--- config.mk ---
export PLATFORM = sky130hd
export DESIGN_NAME = conv33_mac_sequencer
export DESIGN_NICKNAME = d
export VERILOG_FILES = /design/src/rtl/conv33_mac_sequencer.sv
export SDC_FILE = /design/constraint.sdc
export NUM_CORES = 1
export LEC_CHECK = 0
export CORE_MARGIN = 10
export CORE_UTILIZATION = 40
export CTS_CLUSTER_SIZE = 16
export DETAILED_ROUTE_END_ITERATION = 16
export PLACE_DENSITY_LB_ADDON = 0.25
export SETUP_SLACK_MARGIN = 0.3
export SLEW_MARGIN = 20
export SYNTH_ARGS = -nofsm -noshare
export SYNTH_HDL_FRONTEND = slang
export SYNTH_SLANG_ARGS = --single-unit
--- constraint.sdc ---
create_clock -name clk -period 2.9 [get_ports clk]
set_input_delay 0.29 -clock clk [delete_from_list [all_inputs] [get_ports clk]]
set_output_delay 0.29 -clock clk [all_outputs]
set_load 0.01 [all_outputs]
--- src/rtl/conv33_mac_sequencer.sv ---
// Time-multiplexes one external combinational multiplier across the taps of a
// 3x3 convolution window and accumulates the products into one window sum.
//
// state | meaning
// IDLE  | waiting for a window; in_ready high, multiplier operands forced to 0
// RUN   | one tap per cycle through the shared multiplier, accumulating
// DONE  | out_sum valid, held until downstream handshake
module conv33_mac_sequencer #(
  parameter int DATA_W = 6,
  parameter int TAPS   = 9,
  parameter int ACC_W  = 16
) (
  input  logic                     clk,
  input  logic                     rst_n,
  input  logic                     in_valid,
  output logic                     in_ready,
  input  logic [TAPS*DATA_W-1:0]   pix_flat,
  input  logic [TAPS*DATA_W-1:0]   wgt_flat,
  output logic [DATA_W-1:0]        mul_a,
  output logic [DATA_W-1:0]        mul_b,
  input  logic [2*DATA_W-1:0]      mul_p,
  output logic                     out_valid,
  input  logic                     out_ready,
  output logic [ACC_W-1:0]         out_sum,
  output logic                     busy
);

  localparam int IDX_W = $clog2(TAPS);

  typedef enum logic [1:0] {IDLE, RUN, DONE} state_t;

  state_t                  state_q, state_d;
  logic [IDX_W-1:0]        idx_q, idx_d;
  logic [ACC_W-1:0]        acc_q, acc_d;
  logic [ACC_W-1:0]        out_sum_q, out_sum_d;
  logic                    out_valid_q, out_valid_d;
  logic [TAPS*DATA_W-1:0]  pix_q, pix_d;
  logic [TAPS*DATA_W-1:0]  wgt_q, wgt_d;
  logic [DATA_W-1:0]       tap_pix, tap_wgt;
  logic [ACC_W-1:0]        acc_sum;

  // Explicit tap mux keeps out-of-range idx values from indexing past the vectors.
  always_comb begin
    tap_pix = '0;
    tap_wgt = '0;
    for (int k = 0; k < TAPS; k++) begin
      if (idx_q == IDX_W'(k)) begin
        tap_pix = pix_q[k*DATA_W +: DATA_W];
        tap_wgt = wgt_q[k*DATA_W +: DATA_W];
      end
    end
  end

  assign acc_sum = acc_q + ACC_W'(mul_p);

  always_comb begin
    state_d     = state_q;
    idx_d       = idx_q;
    acc_d       = acc_q;
    out_sum_d   = out_sum_q;
    out_valid_d = out_valid_q;
    pix_d       = pix_q;
    wgt_d       = wgt_q;
    mul_a       = '0;
    mul_b       = '0;
    in_ready    = 1'b0;
    case (state_q)
      IDLE: begin
        in_ready = 1'b1;
        if (in_valid) begin
          pix_d   = pix_flat;
          wgt_d   = wgt_flat;
          idx_d   = '0;
          acc_d   = '0;
          state_d = RUN;
        end
      end
      RUN: begin
        mul_a = tap_pix;
        mul_b = tap_wgt;
        acc_d = acc_sum;
        idx_d = idx_q + IDX_W'(1);
        if (idx_q == IDX_W'(TAPS-1)) begin
          out_sum_d   = acc_sum;
          out_valid_d = 1'b1;
          state_d     = DONE;
        end
      end
      DONE: begin
        if (out_ready) begin
          out_valid_d = 1'b0;
          state_d     = IDLE;
        end
      end
      default: state_d = IDLE;
    endcase
  end

  always_ff @(posedge clk or negedge rst_n) begin
    if (!rst_n) begin
      state_q     <= IDLE;
      idx_q       <= '0;
      acc_q       <= '0;
      out_sum_q   <= '0;
      out_valid_q <= 1'b0;
      pix_q       <= '0;
      wgt_q       <= '0;
    end else begin
      state_q     <= state_d;
      idx_q       <= idx_d;
      acc_q       <= acc_d;
      out_sum_q   <= out_sum_d;
      out_valid_q <= out_valid_d;
      pix_q       <= pix_d;
      wgt_q       <= wgt_d;
    end
  end

  assign out_valid = out_valid_q;
  assign out_sum   = out_sum_q;
  assign busy      = (state_q != IDLE);

endmodule
; Word-level counts from Yosys, hierarchy flattened
; Cells that the tools add are included.
[op_classes]
addsub = 2
n_mux = 32
n_eq_ne = 13
reduce_logical = 10
[ops]
columns = operator, n
row1 = 6-bit 2-to-1 mux, 20
row2 = 16-bit one-hot mux with 2 select lines, 1
row3 = 16-bit by 12-bit adder with 16-bit output, 1
row4 = "4-bit by 3-bit == test with 1-bit output, second input constant", 4
row5 = 16-bit 2-to-1 mux, 1
row6 = "4-bit by 2-bit == test with 1-bit output, second input constant", 2
row7 = 4-bit one-hot mux with 2 select lines, 1
row8 = 2-bit 2-to-1 mux, 3
row9 = "2-bit != test, second input constant", 3
row10 = 2-bit one-hot mux with 3 select lines, 1
row11 = 2-bit AND reduction, 3
row12 = 3-bit AND reduction, 2
row13 = 2-bit nonzero test, 3
row14 = "4-bit by 1-bit adder with 4-bit output, second input constant", 1
row15 = "4-bit by 1-bit == test with 1-bit output, second input constant", 1
row16 = "4-bit == test, second input constant", 1
row17 = 4-bit logical NOT, 1
row18 = 4-bit 2-to-1 mux, 1
row19 = 1-bit 2-to-1 mux, 3
row20 = "2-bit by 1-bit == test with 1-bit output, second input constant", 1
row21 = "2-bit == test, second input constant", 1
row22 = 2-bit logical NOT, 1
row23 = 1-bit one-hot mux with 2 select lines, 1
[word_totals]
input_bits = 124
register_bits = 147

; Depth between registers and ports, before layout
; Gate-level depths: netlist of the first run.
[logic_depth]
ltp_word = 11
depth_mapped = 8

; Worst setup path before layout of the first run
; OpenSTA, ideal clock, no wires.
[synth_timing]
kind = flip-flop to output port
startpoint = reg idx_q[0]
endpoint = out mul_a[0]
arrival_time_ns = 2.014
required_time_ns = 2.610
path_stages_with_launch = 9
slack_ns = 0.596
path_cell_list = dfrtp_1 inv_1 ha_1 nor4b_1 buf_2 a221oi_1 nor3_1 a211oi_1 o32ai_1
[synth_between]
elab_chain_cells = 11
elab_cells_between_ends = 19
[synth_rtl]
columns = element, line
row1 = start: declaration, 33  ; logic [IDX_W-1:0] idx_q, idx_d;
row2 = start signal: assignment, 110  ; idx_q <= idx_d;
row3 = 4-bit logical NOT, 47  ; if (idx_q == IDX_W'(k)) begin
row4 = 6-bit 2-to-1 mux (8 in a row), 47
row5 = 6-bit 2-to-1 mux *, 47
row6 = 6-bit 2-to-1 mux *, 67  ; case (state_q)
row7 = end: declaration, 19  ; output logic [DATA_W-1:0] mul_a,
; Mark *: on every way between the ends. The rest lies on a longest branch, timed or not.

; Final worst setup path of the first run
[layout_timing]
startpoint = reg idx_q[0]
endpoint = out mul_b[0]
[layout_between]
elab_chain_cells = 11
elab_cells_between_ends = 19
[layout_rtl]
columns = element, line
row1 = 4-bit logical NOT, 47
row2 = 6-bit 2-to-1 mux (8 in a row), 47
row3 = 6-bit 2-to-1 mux *, 47
row4 = 6-bit 2-to-1 mux *, 67
row5 = end: declaration, 20  ; output logic [DATA_W-1:0] mul_b,
; Marks and branches as above.

==> results of run 1 <==
[timing repair]
| action | in CTS | in global routing |
|---|---|---|
| buffers inserted | 3 | 0 |
| endpoints found under the hold margin | 72 | 0 |
| pin swaps | 33 | 0 |
| cloned | 1 | 0 |
| hold buffers | 1 | 0 |
| setup endpoints to repair | 12 | 12 |
| resized for setup | 100 | 5 |
[cell families after synthesis]
family / Yosys count / share of synthesized area (%)
AOI/OAI and AO/OA: 146 / 14.92
adders and majority gates: 17 / 3.156
muxes: 2 / 0.3228
DFF: 147 / 52.73
xor gates and xnor gates: 14 / 1.758
and+or+nand+nor: 426 / 24.09
buffers and inverters: 56 / 3.031
[power groups by stage]
stage               Clock [W]  Sequential, W  Combinational, W
finish                0.00215        0.00372           0.00471
global route          0.00228        0.00383           0.00525
CTS                   0.00219        0.00370           0.00468
detailed placement          0        0.00368           0.00446
global placement            0        0.00368           0.00436
floorplan                   0        0.00353           0.00273
[stage by stage]
| step | instances | instance area (um^2) |
|---|---|---|
| 2_1_floorplan | 808 | 6977 |
| 3_3_place_gp | 1156 | 8817 |
| 3_5_place_dp | 1156 | 8817 |
| 4_1_cts | 1193 | 9602 |
| 5_1_grt | 1193 | 9623 |
| 6_report | 1193 | 9623 |
[how the worst min path moves through the flow]
stage / startpoint / endpoint / slack (ps)
global route: wgt_flat[31] / wgt_q[31] / 380
CTS: wgt_flat[49] / wgt_q[49] / 370
finish: wgt_flat[21] / wgt_q[21] / 380
floorplan: rst_n / acc_q[0] / -6
global placement: rst_n / out_sum[9] / 360
detailed placement: rst_n / out_sum[9] / 370
[critical path: cells and delay by family, from the launching register on]
| kind | cells | cell delay, ps |
|---|---|---|
| simple gates | 2 | 470 |
| compound gates | 3 | 460 |
| flops | 1 | 440 |
| buf+inv | 2 | 430 |
| fa+ha+maj | 1 | 190 |
[final cells by class]
| class | instances | area (um^2) |
|---|---|---|
| timing repair buffer | 177 | 1712 |
| clock inverter | 12 | 121.4 |
| clock buffer | 20 | 456.7 |
| inverter | 7 | 26.28 |
| sequential | 147 | 3680 |
| multi-input combinational | 605 | 3346 |
| tap | 225 | 281.5 |
| fill | 1579 | 7553 |
[synth_stat cells (all sizes together), types with 7 or more instances]
cell / number
a211oi: 16
a21o: 7
a21oi: 10
a221oi: 12
a222oi: 12
clkbuf: 47
dfrtp: 147
ha: 16
inv: 7
nand2: 362
nand3: 13
nor2: 23
nor3: 13
o21ai: 50
o22a: 12
o32ai: 12
xor2: 8
[registers in the layout, indices dropped and copies added (netlist names)]
register,cells
out_sum,16
pix_q,54
out_valid,1
wgt_q,54
state_q,2
idx_q,4
acc_q,16
[metal layers]
| layer | wire length (um) | up-vias | part of all wire (%) | GRT usage (%) |
|---|---|---|---|---|
| li1 | - | 3026 | - | - |
| met1 | 10130 | 2852 | 49 | 25.03 |
| met2 | 9181 | 204 | 44 | 25.81 |
| met3 | 1098 | 29 | 5.3 | 3.951 |
| met4 | 410 | 0 | 2.0 | 6.648 |
| met5 | 0 | - | 0 | 0 |
[cells in the final DEF, fill, tap and decap left out, types with 5 or more instances in the layout]
| master | instances |
|---|---|
| inv_1 | 5 |
| a221oi_1 | 6 |
| buf_2 | 12 |
| xor2_1 | 8 |
| o22a_1 | 12 |
| dfrtp_1 | 146 |
| buf_4 | 17 |
| a21oi_1 | 10 |
| a211oi_1 | 6 |
| xnor2_1 | 6 |
| a211oi_2 | 10 |
| nor3_2 | 7 |
| o32ai_2 | 10 |
| o21ai_0 | 46 |
| a21o_1 | 6 |
| ha_1 | 13 |
| a222oi_1 | 12 |
| nor3_1 | 6 |
| a221oi_2 | 6 |
| nand2_1 | 360 |
| nor2_1 | 22 |
| clkbuf_16 | 17 |
| nand3_1 | 13 |
| clkdlybuf4s50_1 | 141 |
==> PnR_summary.wiki, run 1 <==
{| class="wikitable"
! Metric !! Value
|-
| #FFs+latches synth || 147
|-
| Number of global-route vias before repair || 6,058
|-
| Worst min-delay path category || in2reg
|-
| Top-area cell type share of the netlist area || 52.73%
|-
| Cell count after synthesis || 808
|-
| Arrival time at the worst endpoint || 2410 ps
|-
| Deepest level of the CTS H-tree || 4
|-
| Congestion Overflow GR || 0
|-
| Std-Cell Core Area || 17,180 um^2
|-
| Wire length of the first global-routing pass || 33,430 um
|-
| Number of synthesized flops with an enable pin || 0
|-
| Die ar. || 23,120 um^2
|-
| First-pass iteration count of the detailed router || 7
|-
| Number of antenna violations at the first check in global routing || 0
|-
| Share of flip-flops with an asynchronous set or reset || 100.0%
|-
| Final number of setup-violating endpoints || 0
|-
| Sum of routed wire length over all layers || 20,820 um
|-
| Post-Synthesis Cell Area || 6977 um^2
|-
| Worst-skew pair later-pin latency || 430 ps
|-
| Leading cell types by total area after synthesis || dfrtp_1 53%, nand2_1 19%, o21ai_0 3.3%
|-
| I/O pin cnt || 155
|-
| Clock root buffer master || clkbuf_16
|-
| Nets@finish || 1,096
|-
| Classification of the worst setup path || reg2out
|-
| Critical Path Start Type || flop
|-
| Minimum setup slack among reg-to-reg paths || 490 ps
|-
| Endpoint of the worst-slack reg-to-reg timing path || out_sum[14]
|-
| Clock Power Share || 20.3%
|-
| Post-synthesis cell type with the largest combined area || dfrtp_1
|-
| Reported net switching power || 0.004258 W
|-
| Internal power || 0.006324 W
|-
| Yosys warning total || 0
|-
| Mean area per synthesized cell || 8.635 um^2
|-
| Period minus WS final || 2702 ps
|-
| Post-placement setup slack || -31.85 ps
|-
| HPWL after detailed placement || 14,490 um
|-
| Die outline height || 152.1 um
|-
| Share of cells above drive strength 1 || 12.29%
|-
| Status || completed
|-
| Power density cells || 1100 nW/um^2
|-
| Routability congestion estimate || 0.8692
|-
| Sequential cell fraction of total power || 35.2%
|-
| Mean routed wirelength per cell || 17.45 um
|-
| Number of nets still failing antenna checks after routing || 0
|-
| Pins over their slew limit || 0
|-
| P&R area growth vs syn || 37.93%
|-
| Number of vias per cell after detailed routing || 5.122
|-
| Residual DRC || 0
|-
| Setup crit end || mul_b[0]
|-
| Achievable clock frequency || 370.1 MHz
|-
| Critical Path Max Stage Delay || 440 ps
|-
| Combinational power share || 44.5%
|-
| Final core utilization || 56.02%
|-
| Final total negative setup slack || 0 ps
|-
| TritonCTS clock tree || done
|-
| Net Sw Frac || 40.24%
|-
| Setup crit start || idx_q[0]
|-
| Endpoints failing hold || 0
|-
| Maximum count of clock buffers along a single path || 2
|-
| Die width || 152.1 um
|-
| Required time of the worst setup path || 2610 ps
|-
| Count of input and output buffers || 154
|-
| Worst Path Max Fanout || 6
|-
| Synthesized net count || 949
|-
| Ratio of final minimum period to clock period || 93.18%
|-
| Initial cell density of the core || 40.62%
|-
| Number of antenna repair diodes || 0
|-
| Least setup slack across all paths after layout || 197.8 ps
|-
| Pin count of the biggest net entering global routing || 114
|-
| Setup repair after global routing missed its margin || yes
|-
| Total Power || 0.01058 W
|-
| Most frequently used flop master after synthesis || dfrtp_1
|-
| Clock slew seen by the registers of the worst setup and hold paths || 70 ps
|-
| Part of the Yosys area used for sequential elements || 52.73%
|-
| Worst clock skew on the final layout || 10.81 ps
|-
| Crit path max-delay cell type || dfrtp_2
|-
| Worst-margin pin slew || 700.7 ps
|-
| Worst IR Drop VDD || 514.1 uV
|-
| Worst Setup End Kind || output pin
|-
| Worst Hold Slack || 378.3 ps
|-
| Leakage || 4.539 nW
|-
| Synth unique cells || 48
|-
| Hold Path Depth || 3
|-
| Clock buffers created by TritonCTS || 17
|-
| Headroom to the max-slew limit || 53.29%
|-
| Cell Rows || 48
|-
| Overall via count from detail_route || 6,111
|-
| Launch instance of the worst register-to-register path || acc_q[0]
|-
| Iteration-0 DRC Markers || 585
|-
| Clock sink total || 147
|-
| Combined global-route utilization of all metal layers || 17.72%
|-
| Cells along the critical path || ha_4 > nor4b_4 > buf_4 > a221oi_2 > nor3_2 > a211oi_2 > o32ai_2 > buf_2
|-
| Number of violations of the max-capacitance limit || 0
|-
| Cells on worst reg2reg path || 9
|}
Note: power is estimated with default switching activity, not from simulation.
==> run 2, diff against run 1 <==
--- a/config.mk
+++ b/config.mk
@@ -10,7 +10,6 @@
 export CTS_CLUSTER_SIZE = 16
 export DETAILED_ROUTE_END_ITERATION = 16
 export PLACE_DENSITY_LB_ADDON = 0.25
-export SETUP_SLACK_MARGIN = 0.3
 export SLEW_MARGIN = 20
 export SYNTH_ARGS = -nofsm -noshare
 export SYNTH_HDL_FRONTEND = slang
==> run 2 against run 1 <==
- clock skew down 1.1 ps
- largest power group unchanged
- largest cell class unchanged
- critical path depth grew 1
- via count is 0.44% higher
- critical endpoint is now mul_a[0]
==> PnR_summary.wiki, run 2 (same netlist as run 1, synthesis figures left out) <==
{| class="wikitable"
! Metric !! Value
|-
| Worst Path Max Fanout || 6 (unchanged)
|-
| Die outline height || 152.1 um (unchanged)
|-
| Nets@finish || 1,094 (-0.18%)
|-
| Wire length of the first global-routing pass || 32,930 um (-1.5%)
|-
| Arrival time at the worst endpoint || 2510 ps (+100 ps)
|-
| Classification of the worst setup path || reg2out
|-
| Share of cells above drive strength 1 || 9.627% (-2.7 points)
|-
| Worst-skew pair later-pin latency || 430 ps (about the same)
|-
| Hold Path Depth || 3 (unchanged)
|-
| Worst Setup End Kind || output pin
|-
| Cells on worst reg2reg path || 9 (unchanged)
|-
| Clock slew seen by the registers of the worst setup and hold paths || 60 ps (about the same)
|-
| Worst-margin pin slew || 699.6 ps (-1.109 ps)
|-
| Period minus WS final || 2802 ps (+100.1 ps)
|-
| Number of global-route vias before repair || 5,968 (-1.5%)
|-
| Critical Path Start Type || flop
|-
| WHS Endpoint || wgt_q[21]
|-
| Deepest level of the CTS H-tree || 4 (unchanged)
|-
| Final number of setup-violating endpoints || 0 (unchanged)
|-
| Pins over their slew limit || 0 (unchanged)
|-
| Most frequent standard cell in the layout excluding fill and tap cells || nand2_1
|-
| First-pass iteration count of the detailed router || 5 (-2)
|-
| Overall via count from detail_route || 6,138 (+0.44%)
|-
| Clock root buffer master || clkbuf_16
|-
| Maximum count of clock buffers along a single path || 2 (unchanged)
|-
| Number of antenna violations at the first check in global routing || 0 (unchanged)
|-
| HPWL after detailed placement || 14,490 um (unchanged)
|-
| Final total negative setup slack || 0 ps (unchanged)
|-
| Endpoint of the worst-slack reg-to-reg timing path || out_sum[14]
|-
| Minimum setup slack among reg-to-reg paths || 500 ps (about the same)
|-
| Achievable clock frequency || 356.9 MHz (-3.6%)
|-
| Cell Rows || 48 (unchanged)
|-
| Headroom to the max-slew limit || 53.36% (+0.074 points)
|-
| Worst min-delay path category || in2reg
|-
| Largest regs || pix_q: 54 flops, wgt_q: 54 flops
|-
| Launch instance of the worst register-to-register path || acc_q[0]
|-
| Endpoints failing hold || 0 (unchanged)
|-
| P&R area growth vs syn || 35.83%
|-
| Ratio of final minimum period to clock period || 96.63% (+3.5 points)
|-
| Count of input and output buffers || 154 (unchanged)
|-
| Number of antenna repair diodes || 0 (unchanged)
|-
| Die ar. || 23,120 um^2 (unchanged)
|-
| Highest-count cells in the layout ignoring fill and taps || 361 x nand2_1, 146 x dfrtp_1, 141 x clkdlybuf4s50_1
|-
| TritonCTS clock tree || done
|-
| Number of nets still failing antenna checks after routing || 0 (unchanged)
|-
| Status || completed
|-
| Die width || 152.1 um (unchanged)
|-
| Number of vias per cell after detailed routing || 5.154 (+0.61%)
|-
| Cell area after placement || 8817 um^2 (unchanged)
|-
| Leakage || 4.465 nW (-1.6%)
|-
| Final core utilization || 55.17% (-0.85 points)
|-
| Power density cells || 1092 nW/um^2 (-0.68%)
|-
| Routability congestion estimate || 0.8692 (unchanged)
|-
| Mean routed wirelength per cell || 17.35 um (-0.55%)
|-
| Worst IR Drop VDD || 498.5 uV (-3.0%)
|-
| Number of violations of the max-capacitance limit || 0 (unchanged)
|-
| Worst clock skew on the final layout || 9.743 ps (-1.070 ps)
|-
| Required time of the worst setup path || 2610 ps (about the same)
|-
| Critical hold path startpoint || wgt_flat[21]
|-
| Residual DRC || 0 (unchanged)
|-
| Combined global-route utilization of all metal layers || 17.46% (-0.26 points)
|-
| Iteration-0 DRC Markers || 570 (-2.6%)
|-
| Initial cell density of the core || 40.62% (unchanged)
|-
| I/O pin cnt || 155 (unchanged)
|-
| Setup repair after global routing missed its margin || no
|-
| Finished layout cell area || 9477 um^2 (-1.5%)
|-
| Congestion Overflow GR || 0 (unchanged)
|-
| Clock sink total || 147 (unchanged)
|-
| Pin count of the biggest net entering global routing || 114 (unchanged)
|-
| Std-Cell Core Area || 17,180 um^2 (unchanged)
|-
| Sum of routed wire length over all layers || 20,670 um (-0.72%)
|-
| Clock buffers created by TritonCTS || 17 (unchanged)
|}
run 2: changes by cell type in the layout (fill, tap and decap cells not counted), moves of 6 or more:
| cell | delta |
|---|---|
| a221oi_1 | +6 |
| a221oi_2 | -6 |
| nor3_1 | +7 |
| nor3_2 | -7 |
run 2: layout make-up:
type / instances / area (um^2)
clock inverter: 12 / 121.4
clock buffer: 20 / 456.7
tap: 225 / 281.5
fill: 1599 / 7700
timing repair buffer: 175 / 1697
inverter: 7 / 26.28
multi-input combinational: 605 / 3214
sequential: 147 / 3680
run 2: layer usage:
layer | share of wire (%) | vias to the layer above | routed length [um] | track usage (%)
met5 | 0 | - | 0 | 0
met1 | 49 | 2857 | 10060 | 24.84
met3 | 6.1 | 33 | 1266 | 3.951
met2 | 43 | 224 | 8937 | 25.17
li1 | - | 3024 | - | -
met4 | 1.9 | 0 | 400 | 6.557
run 2: worst max-delay path, stage by stage, from the launching register on:
cell and delay (ps):
dfrtp_1 390, inv_2 80, ha_4 180, nor4b_4 300
buf_4 220, a221oi_1 80, nor3_1 240, a211oi_2 100
o32ai_2 310, buf_2 190
run 2: power breakdown:
group / total (W) / internal, W / switching (W)
sequential: 0.00371 / 0.00303 / 0.000687
combinational: 0.00450 / 0.00196 / 0.00253
clock: 0.00214 / 0.00124 / 0.000904
total: 0.0104 / 0.00623 / 0.00412
run 2: what timing repair did:
action,CTS,global route
gates cloned,1,0
hold buffers,1,0
setup endpoints to repair,12,12
hold endpoints to repair,72,0
pin swaps,13,13
gates resized for setup,63,16
buffers inserted,0,1
run 2: how the worst max path moves through the flow:
stage	startpoint	endpoint	slack, ps
2_1_floorplan	idx_q[0]	mul_a[0]	600
3_3_place_gp	idx_q[1]	mul_a[5]	10
3_5_place_dp	idx_q[1]	mul_a[5]	-30
4_1_cts	idx_q[1]	mul_b[4]	0.4
5_1_grt	idx_q[0]	mul_b[0]	5
6_report	idx_q[1]	mul_a[0]	100
run 2: stage by stage:
stage / setup slack (ps) / power (W) / cells / hold WS [ps]
floorplan: 595.7 / 0.006268 / 808 / -5.591
global route: 4.534 / 0.01113 / 1191 / 378.8
detailed placement: -31.85 / 0.008145 / 1156 / 366.7
CTS: 0.4254 / 0.01037 / 1190 / 368.2
global placement: 11.70 / 0.008043 / 1156 / 362.3
finish: 97.70 / 0.01035 / 1191 / 383.9
==> run 3, diff against run 2 <==
--- a/config.mk
+++ b/config.mk
@@ -5,6 +5,7 @@
 export SDC_FILE = /design/constraint.sdc
 export NUM_CORES = 1
 export LEC_CHECK = 0
+export ABC_CLOCK_PERIOD_IN_PS = 2900
 export CORE_MARGIN = 10
 export CORE_UTILIZATION = 40
 export CTS_CLUSTER_SIZE = 16
==> results of run 3 <==
The final DEF is identical to that of run 2; final timing and power are the same.
